--- config.mk ---
export PLATFORM = sky130hd
export DESIGN_NAME = adc_serial_responder
export DESIGN_NICKNAME = d
export VERILOG_FILES = /design/src/rtl/adc_serial_responder.sv
export SDC_FILE = /design/constraint.sdc
export NUM_CORES = 1
export LEC_CHECK = 0
export ABC_AREA = 1
export CAP_MARGIN = 5
export CORE_MARGIN = 2
export CORE_UTILIZATION = 50
export CTS_CLUSTER_DIAMETER = 80
export CTS_CLUSTER_SIZE = 28
export DETAILED_ROUTE_END_ITERATION = 8
export HOLD_SLACK_MARGIN = 0.06
export PLACE_DENSITY_LB_ADDON = 0.1
export SYNTH_ARGS = -nofsm -noshare
export SYNTH_HDL_FRONTEND = slang
export SYNTH_SLANG_ARGS = --single-unit
--- constraint.sdc ---
create_clock -name clk -period 2.44 [get_ports clk]
set_clock_uncertainty 0.05 [all_clocks]
set_input_delay 0.366 -clock clk [delete_from_list [all_inputs] [get_ports clk]]
set_output_delay 0.366 -clock clk [all_outputs]
set_load 0.01 [all_outputs]
--- src/rtl/adc_serial_responder.sv ---
// Serial-ADC responder: decodes the start/sgl/odd command from the master and
// returns a null bit followed by a DATA_W-bit conversion word, MSB first.
module adc_serial_responder #(
  parameter int DATA_W      = 8,
  parameter int SYNC_STAGES = 2
) (
  input  logic              clk,
  input  logic              rstn,
  input  logic              cs,
  input  logic              sclk,
  input  logic              din,
  input  logic [DATA_W-1:0] sample_ch0,
  input  logic [DATA_W-1:0] sample_ch1,
  output logic              dout,
  output logic              doe,
  output logic              busy,
  output logic              cfg_sgl,
  output logic              cfg_odd,
  output logic              frame_done
);

  localparam int CW = $clog2(DATA_W + 1);
  localparam logic [CW-1:0] LAST_BIT = CW'(DATA_W);

  typedef enum logic [2:0] {IDLE, CFG, SETTLE, SHIFT, DONE} state_t;

  state_t                  state;
  logic [SYNC_STAGES-1:0]  cs_sync, sclk_sync, din_sync;
  logic                    cs_d, sclk_d;
  logic                    cs_s, sclk_s, din_s;
  logic                    cs_rise, sclk_rise, sclk_fall;
  logic [CW-1:0]           bit_cnt;
  logic [DATA_W-1:0]       shreg;
  logic                    sgl_r;

  assign cs_s      = cs_sync[SYNC_STAGES-1];
  assign sclk_s    = sclk_sync[SYNC_STAGES-1];
  assign din_s     = din_sync[SYNC_STAGES-1];
  assign cs_rise   = cs_s & ~cs_d;
  assign sclk_rise = sclk_s & ~sclk_d;
  assign sclk_fall = ~sclk_s & sclk_d;

  // NOTE: cs synchronizer resets to the deasserted level so a low cs must
  // propagate through every stage again after reset before a frame can start.
  always_ff @(posedge clk or negedge rstn) begin
    if (!rstn) begin
      cs_sync   <= '1;
      sclk_sync <= '0;
      din_sync  <= '0;
      cs_d      <= 1'b1;
      sclk_d    <= 1'b0;
    end else begin
      cs_sync   <= {cs_sync[SYNC_STAGES-2:0], cs};
      sclk_sync <= {sclk_sync[SYNC_STAGES-2:0], sclk};
      din_sync  <= {din_sync[SYNC_STAGES-2:0], din};
      cs_d      <= cs_s;
      sclk_d    <= sclk_s;
    end
  end

  // NOTE: all state and outputs use non-blocking assignments so every
  // register samples the pre-edge values of its neighbours.
  always_ff @(posedge clk or negedge rstn) begin
    if (!rstn) begin
      state      <= IDLE;
      bit_cnt    <= '0;
      shreg      <= '0;
      sgl_r      <= 1'b0;
      dout       <= 1'b0;
      doe        <= 1'b0;
      busy       <= 1'b0;
      cfg_sgl    <= 1'b0;
      cfg_odd    <= 1'b0;
      frame_done <= 1'b0;
    end else begin
      frame_done <= 1'b0;
      if (cs_rise) begin
        // Chip-select release aborts any frame; it outranks a same-cycle sclk edge.
        state   <= IDLE;
        bit_cnt <= '0;
        dout    <= 1'b0;
        doe     <= 1'b0;
        busy    <= 1'b0;
      end else begin
        unique case (state)
          IDLE: begin
            if (!cs_s && sclk_rise && din_s) begin
              state   <= CFG;
              bit_cnt <= '0;
              busy    <= 1'b1;
            end
          end
          CFG: begin
            if (sclk_rise) begin
              if (bit_cnt == '0) begin
                sgl_r   <= din_s;
                bit_cnt <= CW'(1);
              end else begin
                cfg_sgl <= sgl_r;
                cfg_odd <= din_s;
                shreg   <= din_s ? sample_ch1 : sample_ch0;
                bit_cnt <= '0;
                state   <= SETTLE;
              end
            end
          end
          SETTLE: begin
            if (sclk_fall) begin
              dout  <= 1'b0;
              doe   <= 1'b1;
              state <= SHIFT;
            end
          end
          SHIFT: begin
            if (sclk_fall) begin
              if (bit_cnt == LAST_BIT) begin
                dout       <= 1'b0;
                frame_done <= 1'b1;
                state      <= DONE;
              end else begin
                dout    <= shreg[DATA_W-1];
                shreg   <= shreg << 1;
                bit_cnt <= bit_cnt + CW'(1);
              end
            end
          end
          DONE: begin
            dout <= 1'b0;
            doe  <= 1'b1;
          end
          default: state <= IDLE;
        endcase
      end
    end
  end

endmodule
==> run metrics <==
asr flop ratio synth=100.0%; fraction of layout cells with a size suffix above 1=12.66%; Initial Util=between 50% and 60%; CTS resizes=0; Hold Crit Start=cs_sync[0]; Synth Warn #=0; GR Util All Layers=about 20%; Die W=around 60 µm; Max FO, Critical Path=12; vias=about 1.4k; Leak=about 0.9 nW; die height=between 50 and 60 µm; r2r startpoint=cs_sync[1]; Worst Hold Depth=0; Final ANT Viol Nets=0; Clock Tree Root=clkbuf_4; Max rail drop VDD=0.0004205 V; prevailing post-synth register cell=dfrtp_1; CP endpoint kind=flip-flop; most frequent cells in the layout=61 x nand2_1, 27 x dfrtp_1, 26 x clkdlybuf4s50_1; number of flops mapped to enable cells by yosys=0; CTS Hold Buffers Added=0; Setup CP Type=flip-flop to flip-flop; final setup violation count=0; die area=3575 µm²; routed wire length per instance=around 12 µm; most common cell after layout, fill and taps aside=nand2_1; Max H-tree Level=2; hold endpoint=cs_sync[1]; setup bufs post-CTS=0; CTS sink count=30; total negative slack=0 ns; first-pass GRT wire length=between 5000 and 6000 µm; post-synthesis cell type count=28; ANT cells=0; share of the synthesized area in the top cell type=a little over two fifths; CTS tree=done; total CTS buffers=5; clock buffer depth=2; DR iter-0 viols=a little over 60; synthesized area=~1600 µm²; Slew @ Worst Pin=0.4200 ns; io pins=27; Hold Fails Final Rpt=0; Worst Path Required=approximately 2.6 ns; status=finished clean; register bit count reported by yosys=30; RePlAce Congestion=between 0.9 and 1; pwr/cell area=between 900 and 1000 nW/µm²; final period utilization=a little over 70%; min Tclk post-route=about 1.7 ns; Area Growth Syn to Fin=24.12%; total of max-cap violations=0; R2R depth=7; final hold slack=roughly 0.32 ns; register area share after synthesis=48.47%; CP arrival=around 1.9 ns; Critical Path Start Type=flip-flop; number of global-route vias before repair=between 1k and 1.5k; FP Rows=20; Net Count, Synth=220; Synth area leaders=dfrtp_1 43%, nand2_1 15%, dfstp_2 5.1%, nor2_1 5.1%, nand3_1 4.8%; Slew headroom=71.93%; RSZ-0062 raised after global routing=no; drt first pass iters=4; Critical R2R Capture=bit_cnt[0]; Detailed Route WL=between 3000 and 4000 µm; Worst Hold Class=flip-flop to flip-flop; largest net degree at the start of global routing=31; initial antenna violation count=0; vias per inst=approximately 5.3; Final Core Density=64.33%; Core Area=3003 µm²; fin. max-slew vios=0; synthesized instance count=197; Avg Synthesized Cell Area=a little under 8 µm²; later-pin clock latency in the skew report=around 0.33 ns; GRT Residual Overflow=0; Worst Setup SP=cs_sync[1]; PortBufs=26; clock-pin slew of the registers on the worst-case setup and hold paths=0.10 ns; R2R Setup Slk=0.70 ns; DRC Markers=0; nets@finish=251; HPWL after DPL=roughly 2400 µm; cell taking the most area after synthesis=dfrtp_1; Fmax=573.6 MHz
## power breakdown
group	switching, W	internal (W)	total, W
logic	0.000461	0.000276	0.000736
registers	0.0000957	0.000625	0.000721
clock network	0.000183	0.000215	0.000398
total	0.000740	0.00112	0.00186
## synth_stat cells (2+ instances only)
library cell / n
o21ai_1: 3
ha_1: 2
a21oi_1: 5
inv_1: 15
inv_2: 4
a31oi_1: 8
nand3_1: 15
nand2_2: 5
nor2_1: 21
o21ai_0: 11
nor2_2: 3
dfrtp_1: 27
nand2_1: 61
dfstp_2: 3
## worst max path at each step
stage                      end  slack [ns]  cells past startpoint
floorplan           bit_cnt[0]        1.00                      8
global placement    bit_cnt[0]        0.78                      7
detailed placement  bit_cnt[0]        0.72                      7
CTS                 bit_cnt[0]        0.69                      7
global route        bit_cnt[1]        0.50                      7
finish              bit_cnt[0]        0.70                      7
## per-stage QoR
| stage | power (W) | std cells | worst slack [ns] | instance area [µm²] |
|---|---|---|---|---|
| finish | 0.001856 | 262 | 0.6966 | 1932 |
| floorplan | 0.001249 | 197 | 1.002 | 1556 |
| CTS | 0.001876 | 262 | 0.6936 | 1932 |
| global route | 0.002019 | 262 | 0.5019 | 1932 |
| global placement | 0.001447 | 254 | 0.7753 | 1849 |
| detailed placement | 0.001472 | 254 | 0.7153 | 1849 |
## cells by family after synthesis
kind of cell	synth area share, %
adders and majority gates	1.607
xor gates and xnor gates	1.126
and+or+nand+nor	33.44
buffers and inverters	5.626
AOI/OAI and AO/OA	9.726
DFF	48.47
## layer usage
| metal | part of all wire [%] | global-route usage, % |
|---|---|---|
| met4 | 2.0 | 7.937 |
| met3 | 5.8 | 5.844 |
| met5 | 0 | 0 |
| met1 | 45 | 26.28 |
| met2 | 47 | 31.99 |
## worst max-delay path, stage by stage (launching register included)
cell and delay (ns):
dfstp_2 0.55, nand2_1 0.26, nand2_1 0.21, o21ai_0 0.11
nor2_2 0.21, nand2_2 0.11, nand2_1 0.08, nand2_1 0.05
## layout make-up
| class | count | area (µm²) |
|---|---|---|
| Multi-Input combinational cell | 145 | 714.4 |
| Sequential cell | 30 | 754.5 |
| Clock inverter | 3 | 45.04 |
| Tap cell | 33 | 41.29 |
| Inverter | 19 | 71.32 |
| Fill cell | 276 | 1071 |
| Timing Repair Buffer | 27 | 267.8 |
| Clock buffer | 5 | 37.54 |
## flip-flops by register name, indices dropped and copies added (netlist names), 2 cells and up
signal and cells:
shreg 8, din_sync 2, sclk_sync 2, state 3, bit_cnt 4, cs_sync 2
Power figures use the tool's default switching activity.
